$ cat config.mk
export PLATFORM = sky130hd
export DESIGN_NAME = skip_sync_if
export DESIGN_NICKNAME = d
export VERILOG_FILES = /design/src/rtl/skip_sync_if_pkg.sv /design/src/rtl/skip_sync_fifo.sv /design/src/rtl/skip_sync_if.sv
export SDC_FILE = /design/constraint.sdc
export NUM_CORES = 1
export LEC_CHECK = 0
export CORE_MARGIN = 2
export CORE_UTILIZATION = 35
export DETAILED_ROUTE_END_ITERATION = 7
export GPL_TIMING_DRIVEN = 1
export HOLD_SLACK_MARGIN = 0.1
export PLACE_DENSITY = 0.64
export SLEW_MARGIN = 20
export SYNTH_ARGS = -nofsm -noshare
export SYNTH_HDL_FRONTEND = slang
export SYNTH_HIERARCHICAL = 1
export SYNTH_SLANG_ARGS = --single-unit
$ cat constraint.sdc
create_clock -name clock -period 5.8 [get_ports clock]
set_input_delay 0.58 -clock clock [delete_from_list [all_inputs] [get_ports clock]]
set_output_delay 0.58 -clock clock [all_outputs]
set_load 0.1 [all_outputs]
$ cat src/rtl/skip_sync_if_pkg.sv
// Token type and skip/thru interface types shared by skip_sync_if and its per-source FIFO.
package pkg_en;
    localparam int unsigned WIDTH_DATA = 32;
    localparam int unsigned WIDTH_IDX  = 8;

    typedef struct packed {
        logic                  v;
        logic                  a;
        logic                  c;
        logic                  r;
        logic [WIDTH_IDX-1:0]  i;
        logic [WIDTH_DATA-1:0] d;
    } FTk_t;
endpackage

package skip_sync_if_pkg;
    import pkg_en::*;

    typedef enum logic [1:0] {TS_COMP, TS_SKIP, TS_THRU, TS_REMOVE} tsclass_t;

    typedef enum logic {ST_EMPTY, ST_HOLD} ostate_t;

    typedef struct packed {
        FTk_t                  tk;
        logic                  sv;
        logic [WIDTH_DATA-1:0] sd;
    } skip_ent_t;

    // Filler token for non-selected channels of a thru group.
    localparam FTk_t ZERO_TK = '{v: 1'b1, a: 1'b0, c: 1'b0, r: 1'b0, i: '0, d: '0};
endpackage

$ cat src/rtl/skip_sync_fifo.sv
// Single-source re-alignment FIFO of token + shared-data entries.
module skip_sync_fifo
    import skip_sync_if_pkg::*;
#(
    parameter int unsigned DEPTH = 4
) (
    input  logic      clock,
    input  logic      reset,
    input  logic      push,
    input  skip_ent_t din,
    input  logic      pop,
    output skip_ent_t head,
    output logic      head_v,
    output logic      full
);
    localparam int unsigned PTR_W = (DEPTH > 1) ? $clog2(DEPTH) : 1;
    localparam int unsigned CNT_W = $clog2(DEPTH) + 1;

    skip_ent_t        mem [DEPTH];
    logic [PTR_W-1:0] wr_ptr;
    logic [PTR_W-1:0] rd_ptr;
    logic [CNT_W-1:0] cnt;
    logic [CNT_W-1:0] cnt_nxt;
    logic             do_push;
    logic             do_pop;

    // A full FIFO still takes a write in the cycle its head is popped.
    assign do_pop  = pop & head_v;
    assign do_push = push & (~full | do_pop);

    always_comb begin
        cnt_nxt = cnt;
        if (do_push && !do_pop) begin
            cnt_nxt = cnt + CNT_W'(1);
        end else if (do_pop && !do_push) begin
            cnt_nxt = cnt - CNT_W'(1);
        end
    end

    always_ff @(posedge clock or negedge reset) begin
        if (!reset) begin
            wr_ptr <= '0;
            rd_ptr <= '0;
            cnt    <= '0;
            head_v <= 1'b0;
            full   <= 1'b0;
        end else begin
            if (do_push) wr_ptr <= wr_ptr + PTR_W'(1);
            if (do_pop)  rd_ptr <= rd_ptr + PTR_W'(1);
            cnt    <= cnt_nxt;
            head_v <= (cnt_nxt != '0);
            full   <= (cnt_nxt == CNT_W'(DEPTH));
        end
    end

    always_ff @(posedge clock) begin
        if (do_push) mem[wr_ptr] <= din;
    end

    assign head = mem[rd_ptr];
endmodule

$ cat src/rtl/skip_sync_if.sv
// Multi-source skip/thru interface: aligns source tokens, classifies each group, issues via a held output stage.
// Optional statistics counters are built when SKIP_IF_STAT_EN is defined.
module skip_sync_if
    import pkg_en::*;
    import skip_sync_if_pkg::*;
#(
    parameter int unsigned          NUM_SRC    = 2,
    parameter int unsigned          DEPTH_FIFO = 4,
    parameter logic [WIDTH_DATA-1:0] SKIPVAL   = WIDTH_DATA'(32'h0),
    parameter logic [WIDTH_DATA-1:0] THRUVAL   = WIDTH_DATA'(32'h1),
    parameter logic [WIDTH_DATA-1:0] RESERVE   = WIDTH_DATA'(32'h0),
    parameter int unsigned          WIDTH_CNT  = 16
) (
    input  logic                      clock,
    input  logic                      reset,
    input  logic                      I_En,
    input  logic [1:0]                I_Mode,
    input  FTk_t [NUM_SRC-1:0]        I_FTk,
    input  FTk_t [NUM_SRC-1:0]        I_SFTk,
    output logic [NUM_SRC-1:0]        O_Full,
    input  logic                      I_Rdy,
    output FTk_t [NUM_SRC-1:0]        O_FTk,
    output logic                      O_Fired,
    output logic                      O_TS,
    output FTk_t [NUM_SRC-1:0]        O_TSFTk,
    output logic [WIDTH_CNT-1:0]      O_SkipCnt,
    output logic [WIDTH_CNT-1:0]      O_ThruCnt
);
    skip_ent_t          head [NUM_SRC];
    skip_ent_t          ent_in [NUM_SRC];
    logic [NUM_SRC-1:0] head_v;
    FTk_t [NUM_SRC-1:0] head_tk;
    FTk_t [NUM_SRC-1:0] ts_tk;
    logic [NUM_SRC-1:0] eq_skip;
    logic [NUM_SRC-1:0] eq_share;
    logic [NUM_SRC-1:0] eq_thru;
    logic               rel;
    logic               thru_found;
    logic               group_rdy;
    logic               pop;
    tsclass_t           cls;
    ostate_t            state;
    logic               unused_sftk;

    // Only the shared token's valid and data travel with the entry.
    assign unused_sftk = ^I_SFTk;

    for (genvar k = 0; k < NUM_SRC; k++) begin : g_src
        assign ent_in[k] = '{tk: I_FTk[k], sv: I_SFTk[k].v, sd: I_SFTk[k].d};

        skip_sync_fifo #(.DEPTH(DEPTH_FIFO)) u_fifo (
            .clock  (clock),
            .reset  (reset),
            .push   (I_FTk[k].v),
            .din    (ent_in[k]),
            .pop    (pop),
            .head   (head[k]),
            .head_v (head_v[k]),
            .full   (O_Full[k])
        );

        assign head_tk[k] = head[k].tk;
    end

    assign group_rdy = &head_v;
    assign pop       = group_rdy & ((state == ST_EMPTY) | I_Rdy);

    // Classify the aligned head group and build the thru/skip token set.
    always_comb begin
        eq_skip    = '0;
        eq_share   = '0;
        eq_thru    = '0;
        ts_tk      = '0;
        thru_found = 1'b0;
        cls        = TS_COMP;
        rel        = 1'b1;
        for (int k = 0; k < NUM_SRC; k++) begin
            eq_skip[k]  = (head[k].tk.d == SKIPVAL) & head[k].sv & I_En & I_Mode[0];
            eq_share[k] = (head[k].tk.d == head[k].sd) & head[k].sv & I_En;
            eq_thru[k]  = (head[k].tk.d == THRUVAL) & I_En & I_Mode[1];
            rel         = rel & head[k].tk.r;
        end
        if (!rel) begin
            if (|(eq_skip & eq_share)) cls = TS_REMOVE;
            else if (|eq_thru)         cls = TS_THRU;
            else if (|eq_skip)         cls = TS_SKIP;
        end
        if (cls == TS_THRU) begin
            for (int k = 0; k < NUM_SRC; k++) begin
                if (eq_thru[k] && !thru_found) begin
                    ts_tk[k]   = head[k].tk;
                    thru_found = 1'b1;
                end else begin
                    ts_tk[k] = ZERO_TK;
                end
            end
        end else if (cls == TS_SKIP) begin
            for (int k = 0; k < NUM_SRC; k++) begin
                if (eq_skip[k]) begin
                    ts_tk[k] = '{v: 1'b1, a: 1'b0, c: 1'b0, r: 1'b0,
                                 i: head[0].tk.i, d: RESERVE};
                end
            end
        end
    end

    // Output stage: EMPTY/HOLD with registered outputs held under back-pressure.
    always_ff @(posedge clock or negedge reset) begin
        if (!reset) begin
            state   <= ST_EMPTY;
            O_FTk   <= '0;
            O_Fired <= 1'b0;
            O_TS    <= 1'b0;
            O_TSFTk <= '0;
        end else if (state == ST_EMPTY || I_Rdy) begin
            if (pop && cls != TS_REMOVE) begin
                state <= ST_HOLD;
                if (cls == TS_COMP) begin
                    O_FTk   <= head_tk;
                    O_Fired <= 1'b1;
                    O_TS    <= 1'b0;
                    O_TSFTk <= '0;
                end else begin
                    O_FTk   <= '0;
                    O_Fired <= 1'b0;
                    O_TS    <= 1'b1;
                    O_TSFTk <= ts_tk;
                end
            end else begin
                state   <= ST_EMPTY;
                O_FTk   <= '0;
                O_Fired <= 1'b0;
                O_TS    <= 1'b0;
                O_TSFTk <= '0;
            end
        end
    end

`ifdef SKIP_IF_STAT_EN
    // Saturating group statistics.
    always_ff @(posedge clock or negedge reset) begin
        if (!reset) begin
            O_SkipCnt <= '0;
            O_ThruCnt <= '0;
        end else if (pop) begin
            if ((cls == TS_SKIP || cls == TS_REMOVE) && !(&O_SkipCnt)) begin
                O_SkipCnt <= O_SkipCnt + WIDTH_CNT'(1);
            end
            if (cls == TS_THRU && !(&O_ThruCnt)) begin
                O_ThruCnt <= O_ThruCnt + WIDTH_CNT'(1);
            end
        end
    end
`else
    assign O_SkipCnt = '0;
    assign O_ThruCnt = '0;
`endif
endmodule

==> Yosys cells after proc, flatten, opt, wreduce, memory -nomap -nowiden <==
Memories as Yosys holds them, arrays and structs flattened.
Cells that the tools add are included.
{ "word_totals": {"reg_bits": 197, "wordCells": 133, "mem_bits_rw": 616, "in_bits": 182, "output_inout_bits": 212, "n_memories": 2} }
{ "mem_list": {"columns": ["name", "depth", "width", "read_ports", "rd_clocked_by_memory_dff", "wr", "line", "rtl"], "rows": [
  ["g_src[0].u_fifo.mem", 4, 77, 1, 0, 1, "skip_sync_fifo.sv:19", "skip_ent_t mem [DEPTH];"],
  ["g_src[1].u_fifo.mem", 4, 77, 1, 0, 1, "skip_sync_fifo.sv:19", null]
]} }
{ "op_classes": {"n_addsub": 8, "reduce_logical": 21, "n_bitwise": 27, "muxes": 29, "eq_ne": 9} }
{ "op_table": {"columns": ["operator", "n"], "rows": [
  ["$mux 88", 6],
  ["$mux 44", 4],
  ["$eq 32x1->1 const B", 2],
  ["$eq 32x32->1", 2],
  ["$logic_not 32->1", 2],
  ["$and 1x1->1", 20],
  ["$mux 1", 12],
  ["$mux 3", 4],
  ["$add 2x1->2 const B", 4],
  ["$add 3x1->3 const B", 2],
  ["$eq 3x3->1 const B", 2],
  ["$logic_and 1x1->1", 6],
  ["$mux 2", 3],
  ["$reduce_bool 3->1", 2],
  ["$reduce_or 2->1", 3],
  ["$sub 3x1->3 const B", 2],
  ["$logic_not 1->1", 5],
  ["$not 1->1", 3],
  ["$or 1x1->1", 3],
  ["$and 2x2->2", 1],
  ["$eq 2x1->1 const B", 1],
  ["$eq 2x2->1 const B", 1],
  ["$logic_not 2->1", 1],
  ["$ne 2x2->1 const B", 1],
  ["other kinds (2)", 2]
]} }

==> Longest topological paths before layout <==
An unclocked memory read counts as a cell.
{ "logic_depth": {"ltp_word": 18, "ltp_mapped": 12} }

==> By module <==
The synthesis kept the hierarchy.
{ "modules_own_cells": {"columns": ["module", "n_inst", "area_each_um2", "cells_per_inst"], "rows": [
  ["skip_sync_fifo (g_src[1].u_fifo)", 1, 11597.4, 449],
  ["skip_sync_fifo (g_src[0].u_fifo)", 1, 11593.6, 448],
  ["skip_sync_if", 1, 7731.2, 646]
]} }

==> Least setup slack after synthesis <==
Ideal clock, no wire load.
{ "synth_timing": {"kind": "input port to flip-flop", "startpoint": "input port I_Rdy", "endpoint": "memory g_src[1].u_fifo/mem[0][0] (netlist bit), enable pin", "stages": 8, "arrival_time_ps": 4069, "required_time_ps": 5356, "setup_ps": 444, "path_slack_ps": 1287, "cell_sequence": "nand2b_1 nand3_1 inv_1 clkbuf_1 clkbuf_1 nand2_2 a21oi_1 and2_1"} }
{ "synth_via": {"elab_chain_cells": 7} }
{ "synth_lines": {"columns": ["item", "line", "rtl"], "rows": [
  ["start: declaration", "skip_sync_if.sv:21", "input logic I_Rdy,"],
  ["$or 1x1->1", "skip_sync_if.sv:66", "assign pop = group_rdy & ((state == ST_EMPTY) | I_Rdy);"],
  ["$and 1x1->1", "skip_sync_if.sv:66", null],
  ["named net pop", "skip_sync_if.sv:40", "logic pop;"],
  ["$and 1x1->1", "skip_sync_fifo.sv:28", "assign do_pop = pop & head_v;"],
  ["$or 1x1->1", "skip_sync_fifo.sv:29", "assign do_push = push & (~full | do_pop);"],
  ["$and 1x1->1", "skip_sync_fifo.sv:29", null],
  ["$mux 1", "skip_sync_fifo.sv:57", "if (do_push) mem[wr_ptr] <= din;"],
  ["$mux 1 (implied by the code)", "skip_sync_fifo.sv:57", null],
  ["end: declaration", "skip_sync_fifo.sv:19", null]
]} }
The timed path passes the listed nets, and every way through them passes these cells.

==> impl_results.md <==
* First-pass GRT wire length at 111,400 µm
* Pre-antenna DRT Iters at 5
* Post-synth EDFFs at 616
* Status: complete, no violations
* TritonCTS Buffers at 87
* Kind of critical path: flip-flop to flip-flop
* Switching Fraction at 37.28%
* Worst setup margin at 1.253 ns
* Reg power frac at 37.3%
* Final net count at 2,136
* Antenna-violating nets left at 0
* Top cells by area, synth: edfxtp_1 (60%), dfrtp_1 (16%), mux4_2 (11%)
* Placement-stage cell area at 0.03569 mm²
* GRT Residual Overflow at 0
* RSZ-0062 raised after global routing: no
* Leak at 13.67 nW
* Slew margin rel. at 24.21%
* I/O Buffers at 339
* Post-CTS setup buffer count at 0
* CP max FO at 27
* Commonest cells post-synth: edfxtp_1 (616), dfrtp_1 (197), mux4_2 (154)
* Slowest cell delay on critical path at 0.81 ns
* Synth Instances at 1,543
* Worst Clk Skew at 0.03472 ns
* CP Launch Type: flip-flop
* Multi-input gate area at 0.006997 mm²
* Hold path cells at 1
* Hold Violations, Final at 0
* H-tree Lvls at 3
* Synth cell types at 59
* Post-route cell area at 0.03877 mm²
* Clock Pin Slew Worst Setup and Hold Paths at 0.06 ns
* DR vias at 16.10k
* # hold bufs at CTS at 1
* Worst R2R End: O_TSFTk[86]
* Avg WL per Cell at 24.01 µm
* CTS root buf: clkbuf_16
* Final setup TNS at 0 ns
* Most frequent cell after synthesis: edfxtp_1
* Maximum VDD drop at 479.9 µV
* Worst Hold Endpoint: O_TSFTk[15]
* Data required, critical path at 6.34 ns
* Gp weighted congestion at 0.7886
* Worst r2r src: g_src[1].u_fifo/rd_ptr[0]
* CTS tree: done
* Synth Register Bits at 813
* Final period util at 78.40%
* CP startpoint: g_src[1].u_fifo/rd_ptr[0]
* Core area at 0.08797 mm²
* Clock buffer depth at 3
* Yosys top cell by area: edfxtp_1
* Sw power at 8.218 mW
* Die H at 301.2 µm
* Register area at 0.02344 mm²
* Post-Route WL at 76,500 µm
* CTS resizes at 0
* Slowest-stage cell, CP: dfrtp_4
* Filler cell count at 7,554
* Worst Min Path Start: O_TSFTk[15]
* Die width at 301.2 µm
* Fin. max-slew vios at 0
* Initial drt markers at 1,172
* Synthesized area per cell at 20.04 µm²
* FF-to-FF path depth at 8
* CP endpoint kind: flip-flop
* Clock sinks at 813
* Synth-to-Final Area Change at 25.39%
* DRC at 0
* Fmax at 0.2199 GHz
* Worst hold slack at 0.4812 ns
* Pwr Density at 568.5 mW/mm²
* Cell row count at 109
* Initial antenna violation count at 9
* Share of the synthesized area in the top cell type at 59.82%
* Setup violators final at 0
* Initial core utilization at 35.15%
* Largest net degree at the start of global routing at 153
* Tmin final at 4.547 ns
* Ys flop type: edfxtp_1
* GR Util All Layers at 16.73%
* Number of global-route vias before repair at 16.69k
* CP Cell Sequence: buf_4 -> mux4_2 -> xnor2_1 -> nand4_1 -> nor4_1 -> nand4b_1 -> and4b_1 -> a22o_1
* Data arrival, critical path at 5.09 ns
* Hold Path Class: flip-flop to flip-flop
* Least-Margin Pin Slew at 1.133 ns
* Seq/Total Area, Yosys at 75.76%
* Mapped Area at 0.03092 mm²
* Post-DP HPWL at 49,910 µm
* Vias/cell at 5.055
* Combinational share of power at 36.0%
* Worst-Skew Late Latency at 0.66 ns
* Reg2Reg Setup Slack at 1.25 ns
* Layout cells sized above 1 at 18.44%
* IO Pins at 394
* Share of synthesized flip-flops with an asynchronous set or reset at 24.23%
* Synth Warn # at 6
* Die Area at 0.09074 mm²
* Max_cap viols at 0
* Pre-CTS setup slack at 1.167 ns
* Clock power share at 26.8%
* Pint at 13.82 mW
-- final cells by class --
type,count,area share [%]
clock buffer,114,6.086
antenna,4,0.02582
clock inverter,50,1.804
tap,1165,3.760
multi-input combinational,641,18.05
inverter,20,0.1936
sequential,813,60.46
timing repair buffer,379,9.623
-- state kept, by name, indices dropped and copies added (netlist names) --
name / cells
g_src.u_fifo/head_v: 2
g_src.u_fifo/cnt: 6
O_TSFTk: 88
g_src.u_fifo/rd_ptr: 4
O_TS: 1
g_src.u_fifo/full: 2
state: 1
O_FTk: 88
g_src.u_fifo/wr_ptr: 4
g_src.u_fifo/mem: 616
O_Fired: 1
-- cells in the final DEF, fill, tap and decap left out, types with 6 or more instances in the layout --
cell type | netlist | final
and3_1 | 6 | 6
nand4_1 | 19 | 19
nor4_1 | 24 | 24
buf_4 | 34 | 43
xor2_1 | 9 | 9
dfrtp_1 | 197 | 193
edfxtp_1 | 616 | 616
o21ai_0 | 25 | 25
xnor2_1 | 64 | 64
nand3_1 | 20 | 20
clkdlybuf4s50_1 | 0 | 330
inv_6 | 0 | 6
conb_1 | 1 | 32
bufinv_16 | 0 | 15
mux4_2 | 154 | 154
clkbuf_8 | 0 | 6
clkinv_2 | 0 | 12
and2_1 | 75 | 67
ha_1 | 12 | 12
and2_4 | 0 | 8
nor3_1 | 8 | 8
clkbuf_1 | 35 | 20
nand2_1 | 29 | 29
clkbuf_16 | 0 | 88
inv_1 | 20 | 20
clkinv_1 | 0 | 7
a22o_1 | 92 | 92
-- worst max-delay path: cells and delay by family, from the launching register on --
family,cells,cell delay (ns)
AND/OR/NAND/NOR,4,2.01
buffers and inverters,1,0.39
multiplexers,1,0.62
flip-flops,1,0.81
AO/OA/AOI/OAI,1,0.21
XOR/XNOR,1,0.35
-- metal layers --
metal / vias up / share of wire [%] / GRT usage, %
met4: 8 / 2.5 / 5.271
met5: - / 0.069 / 0
li1: 6946 / - / -
met3: 115 / 7.2 / 4.380
met2: 557 / 48 / 26.29
met1: 8478 / 43 / 22.78
-- cells by family (layout without fill, tap and decap cells) --
kind of cell | count (synthesis) | in the layout | share of synthesized area, %
other | 1 | 36 | 0.01213
AO/OA/AOI/OAI | 143 | 143 | 3.759
XOR/XNOR | 74 | 74 | 2.120
AND/OR/NAND/NOR | 224 | 224 | 4.504
flip-flops | 813 | 813 | 75.76
buffers and inverters | 120 | 563 | 2.076
multiplexers | 156 | 156 | 11.28
adder cells (fa/ha/maj) | 12 | 12 | 0.4855
-- stage by stage --
| step | std cells | utilization (%) | power [mW] |
|---|---|---|---|
| after global routing | 3185 | 44.07 | 22.93 |
| after global placement | 3017 | 40.58 | 16.20 |
| after detailed placement | 3017 | 40.58 | 16.33 |
| after floorplan | 1574 | - | 13.88 |
| after CTS | 3182 | 44.07 | 22.29 |
| final | 3186 | 44.08 | 22.04 |
-- power groups by stage --
stage	combinational, mW	clock, mW	sequential, mW
floorplan	3.82	0	10.1
global placement	7.92	0	8.28
detailed placement	7.98	0	8.35
CTS	8.02	6.04	8.24
global route	8.32	6.27	8.34
finish	7.93	5.90	8.21
-- worst max-delay path by stage --
stage	endpoint	cells after the start
6_report	O_TSFTk[86]	8
5_1_grt	O_TSFTk[85]	8
4_1_cts	O_TSFTk[86]	8
3_5_place_dp	O_TSFTk[86]	8
3_3_place_gp	O_TSFTk[85]	8
2_1_floorplan	g_src[1].u_fifo/mem[0][0]	8
Power figures use the tool's default switching activity.
